===== src/rtl/bcd_calc_seq.sv =====
// rtl/bcd_calc_seq.sv - keypad BCD calculator sequencer with digit-serial add/subtract
module bcd_calc_seq #(
    parameter int DIGITS = 4
) (
    input  logic                clk,
    input  logic                rst,
    input  logic                key_valid,
    input  logic [3:0]          key_code,
    output logic [4*DIGITS-1:0] disp_bcd,
    output logic                disp_neg,
    output logic                ovf,
    output logic                op_sub,
    output logic                busy,
    output logic                res_valid
);
    localparam int W  = 4 * DIGITS;
    localparam int CW = $clog2(DIGITS + 1);
    localparam logic [CW-1:0] FULL = CW'(DIGITS);
    localparam logic [CW-1:0] LAST = CW'(DIGITS - 1);

    localparam logic [1:0] S_ENTER_A = 2'd0;
    localparam logic [1:0] S_ENTER_B = 2'd1;
    localparam logic [1:0] S_CALC    = 2'd2;
    localparam logic [1:0] S_RES     = 2'd3;

    logic [1:0]    state;
    logic [W-1:0]  a, b, result, x, y;
    logic [CW-1:0] cnt_a, cnt_b, idx;
    logic          carry, neg;
    logic          accept, is_digit, is_op, is_clr, is_eq, is_ign;
    logic [4:0]    sum, diff;
    logic [3:0]    dig;
    logic          cout;

    assign accept   = key_valid && !busy;
    assign is_digit = (key_code <= 4'd9);
    assign is_op    = (key_code == 4'hA) || (key_code == 4'hB);
    assign is_clr   = (key_code == 4'hC);
    assign is_eq    = (key_code == 4'hE);
    assign is_ign   = (key_code == 4'hD) || (key_code == 4'hF);

    // x holds the larger operand for subtraction, so the final borrow is always zero
    always_comb begin
        sum  = {1'b0, x[3:0]} + {1'b0, y[3:0]} + {4'd0, carry};
        diff = {1'b0, x[3:0]} - {1'b0, y[3:0]} - {4'd0, carry};
        dig  = sum[3:0];
        cout = 1'b0;
        if (op_sub) begin
            dig  = diff[3:0];
            cout = diff[4];
            if (diff[4]) dig = diff[3:0] + 4'd10;
        end else if (sum > 5'd9) begin
            dig  = sum[3:0] + 4'd6;
            cout = 1'b1;
        end
    end

    always_comb begin
        disp_bcd = b;
        if (state == S_ENTER_A) disp_bcd = a;
        else if (state == S_RES) disp_bcd = result;
    end

    always_ff @(posedge clk or negedge rst) begin
        if (!rst) begin
            state     <= S_ENTER_A;
            a         <= '0;
            b         <= '0;
            result    <= '0;
            x         <= '0;
            y         <= '0;
            cnt_a     <= '0;
            cnt_b     <= '0;
            idx       <= '0;
            carry     <= 1'b0;
            neg       <= 1'b0;
            disp_neg  <= 1'b0;
            ovf       <= 1'b0;
            op_sub    <= 1'b0;
            busy      <= 1'b0;
            res_valid <= 1'b0;
        end else begin
            res_valid <= 1'b0;
            if (state == S_CALC) begin
                x      <= x >> 4;
                y      <= y >> 4;
                result <= (result >> 4) | (W'(dig) << (W - 4));
                carry  <= cout;
                idx    <= idx + CW'(1);
                if (idx == LAST) begin
                    state     <= S_RES;
                    busy      <= 1'b0;
                    res_valid <= 1'b1;
                    disp_neg  <= neg;
                    ovf       <= !op_sub && cout;
                end
            end else if (accept && !is_ign) begin
                disp_neg <= 1'b0;
                ovf      <= 1'b0;
                if (is_clr) begin
                    a     <= '0;
                    b     <= '0;
                    cnt_a <= '0;
                    cnt_b <= '0;
                    state <= S_ENTER_A;
                end else begin
                    case (state)
                        S_ENTER_A: begin
                            if (is_digit && cnt_a != FULL) begin
                                a     <= (a << 4) | W'(key_code);
                                cnt_a <= cnt_a + CW'(1);
                            end else if (is_op) begin
                                op_sub <= key_code[0];
                                b      <= '0;
                                cnt_b  <= '0;
                                state  <= S_ENTER_B;
                            end
                        end
                        S_ENTER_B: begin
                            if (is_digit && cnt_b != FULL) begin
                                b     <= (b << 4) | W'(key_code);
                                cnt_b <= cnt_b + CW'(1);
                            end else if (is_op) begin
                                op_sub <= key_code[0];
                            end else if (is_eq) begin
                                state <= S_CALC;
                                busy  <= 1'b1;
                                idx   <= '0;
                                carry <= 1'b0;
                                neg   <= op_sub && (a < b);
                                if (op_sub && (a < b)) begin
                                    x <= b;
                                    y <= a;
                                end else begin
                                    x <= a;
                                    y <= b;
                                end
                            end
                        end
                        S_RES: begin
                            if (is_digit) begin
                                a     <= W'(key_code);
                                cnt_a <= CW'(1);
                                state <= S_ENTER_A;
                            end else if (is_op) begin
                                a      <= result;
                                op_sub <= key_code[0];
                                b      <= '0;
                                cnt_b  <= '0;
                                state  <= S_ENTER_B;
                            end
                        end
                        default: ;
                    endcase
                end
            end
        end
    end
endmodule


===== config.mk =====
export PLATFORM = sky130hd
export DESIGN_NAME = bcd_calc_seq
export DESIGN_NICKNAME = d
export VERILOG_FILES = /design/src/rtl/bcd_calc_seq.sv
export SDC_FILE = /design/constraint.sdc
export NUM_CORES = 1
export LEC_CHECK = 0
export BUFFER_PORTS_ARGS = -buffer_cell sky130_fd_sc_hd__buf_2
export CAP_MARGIN = 20
export CORE_UTILIZATION = 60
export DETAILED_ROUTE_END_ITERATION = 12
export GPL_ROUTABILITY_DRIVEN = 0
export PLACE_DENSITY = 0.78
export RECOVER_POWER = 100
export SETUP_SLACK_MARGIN = 0.4
export SYNTH_ARGS = -nofsm -noshare
export SYNTH_HDL_FRONTEND = slang
export SYNTH_SLANG_ARGS = --single-unit

===== constraint.sdc =====
create_clock -name clk -period 3.3 [get_ports clk]
set_input_delay 0.165 -clock clk [delete_from_list [all_inputs] [get_ports clk]]
set_output_delay 0.165 -clock clk [all_outputs]
set_load 0.03 [all_outputs]

==> reports/qor.yml <==
initial_utilization_pct: 61.8
drc: 0
vias: 5874
p_leak_nw: 3.12
grt_usage_pct: 32.2
core_area_um2: 10900
critPathMaxStageDelay_ns: 0.58
antennaDiodeCount: 0
timing.fmax_ghz: 0.342
num_rows: 38
path_clk_slew_ns: 0.09
critPathKind: "reg2reg"
finalPower_mw: 2.39
violations: "max-capacitance violations, max-slew violations"
wl_mm: 17.9
r2r_setup_slack_ns: 0.37
synthArstFlopShare_pct: 100
worstSkewPairLatency_ns: 0.38
critPathLaunchType: "flop"
grt_pass1_wl_mm: 28.8
area_delta_synth_final_pct: 5.98
synth_common_cells: "dfrtp_1 (98), nand2_1 (56), mux2i_1 (55)"
synth-edff-count: 0
grt_max_degree: 64
ctsHtreeMaxLevel: 3
synth-seq-area-share_pct: 36.4
peakVddDrop_uv: 200
syn-instance-count: 720
synth_top_cell_by_area: "dfrtp_1"
dp.cells: 855
port_buffers: 27
crit_chain: "fa_1, fa_2, inv_1, ha_1, a222oi_1, clkbuf_1, nor2_1, o32ai_2"
tightest_slew_ns: 1.62
cp_slowest_cell: "fa_2"
synthTopCellsByArea: "dfrtp_1 (36%), mux2i_1 (8.2%), ha_1 (6.7%), mux2_2 (6.7%), o22ai_1 (5.0%)"
cts_made_buffers: 9
pin_count: 28
required_ns: 3.59
critPathCaptureType: "flop"
synth-seq-cells: 98
avgSynthCellArea_um2: 9.35
cts_tree: "yes"
ant_nets: 0
max_slew_margin_pct: -8.25
post-route-period-util_pct: 88.7
die_w_um: 108
first_global_vias: 5697
antenna_found_initial: 0
period_needed_ns: 2.93
hold_violations: 0
nets: 776
fin_skew_ns: 0.0190
drt_iter0_markers: 421
detail_route.wl_per_cell_um: 20.4
arrival_ns: 3.21
cap_violations: 2
root_buffer: "clkbuf_8"
gr-total-overflow: 0
ys_warn_count: 0
critPathMaxFanout: 5
ys_types: 67
synth_most_common_cell: "dfrtp_1"
firstDrtPassIters: 7
final_util_pct: 65.5
final_cells: 874
setup_viol: 0
rsz0062_at_grt: "no"
viasPerCell: 6.72
powerDensity_nw_per_um2: 335
syn_nets: 767
worst_hold_path_type: "in2reg"
outcome: "complete, but fails checks"
syn_area_um2: 6730
drive_gt1_share_pct: 11.3
synth_flop_cell: "dfrtp_1"
yosysTopAreaCellShare_pct: 36.4
die_h_um: 108
die_area_um2: 11700
timing.final.max_slew_violations: 64
clockBufferDepth: 2
timing.setup.tns_ns: 0
hpwl_mm: 12.3
cts_num_sinks: 98
## placed cells by master (no fill, tap or decap), types with 6 or more instances in the layout
master,Yosys,layout
dfrtp_1,98,98
nand2_1,56,56
mux2i_1,55,55
o22ai_1,54,54
inv_1,52,52
mux2_2,40,40
o21ai_0,37,38
a21oi_1,37,37
nor3_1,35,36
ha_1,36,36
clkbuf_1,32,26
nor2_1,23,23
and3_1,18,18
a311oi_1,15,15
a22o_1,14,14
nor2b_1,12,12
clkbuf_8,0,10
a211oi_1,9,9
buf_4,0,7
buf_2,11,6
clkbuf_2,0,6
## logic make-up after synthesis
group / after synthesis / share of synthesized area, %
compound gates: 206 / 20.4
xor+xnor: 4 / 0.743
fa+ha+maj: 40 / 7.88
buf+inv: 101 / 6.41
flops: 98 / 36.4
mux: 95 / 14.9
simple gates: 176 / 13.3
## worst paths after layout
| check | endpoint | start | depth (start not counted) |
|---|---|---|---|
| max in group asynchronous | b[8] | rst | 3 |
| max reg2reg | ovf | y[0] | 8 |
| min reg2reg | cnt_b[2] | cnt_b[2] | 1 |
| min | b[0] | key_code[0] | 3 |
| max | ovf | y[0] | 8 |
| min in group asynchronous | idx[0] | rst | 2 |
## metal layers
metal	GRT usage, %	vias to the layer above	part of all wire, %
li1	-	2684	-
met1	42.9	2901	42
met2	52.3	255	48
met3	4.70	34	7.3
met4	14.2	0	2.9
met5	0	-	0
## where the power goes
| part | total [mW] | internal [mW] | switching, mW |
|---|---|---|---|
| Combinational | 0.225 | 0.0942 | 0.131 |
| Clock | 0.883 | 0.451 | 0.432 |
| Sequential | 1.28 | 1.24 | 0.0430 |
| Total | 2.39 | 1.78 | 0.606 |
## sequential cells by signal, indices dropped and copies added, names as in the netlist, 2 cells and up
name and cells:
cnt_a 3, state 2, x 16, idx 3, b 16, a 16, result 16, cnt_b 3
y 16
## layout make-up
class                   instances  area [um2]
well taps                     140         175
clock buffers                  12         145
fillers                       886        3750
flip-flops and latches         98        2450
clock inverters                 4        73.8
repair buffers                 46         253
inverters                      53         199
multi-input cells             521        3840
## metrics by stage
stage | area, um2 | hold slack (ns) | setup slack (ns)
global route | 7140 | 0.177 | 0.229
global placement | 6970 | 0.315 | 0.539
finish | 7140 | 0.161 | 0.374
floorplan | 6730 | -0.131 | 0.676
detailed placement | 6970 | 0.325 | 0.308
CTS | 7210 | 0.157 | 0.488
## worst max-delay path, delay by kind of cell, from the launching register on
family / cells / cell delay, ns
AOI/OAI and AO/OA: 2 / 0.64
adders and majority gates: 3 / 1.30
buffers and inverters: 2 / 0.34
DFF: 1 / 0.46
and+or+nand+nor: 1 / 0.11
## timing repair
item                                   CTS  global route
gates resized for setup                  0             4
endpoints found under the hold margin   61             0
hold buffers                             1             0
pin swaps                                1             1
buffers inserted                         2             0
setup endpoints to repair                5             5
Note: power is estimated with default switching activity, not from simulation.
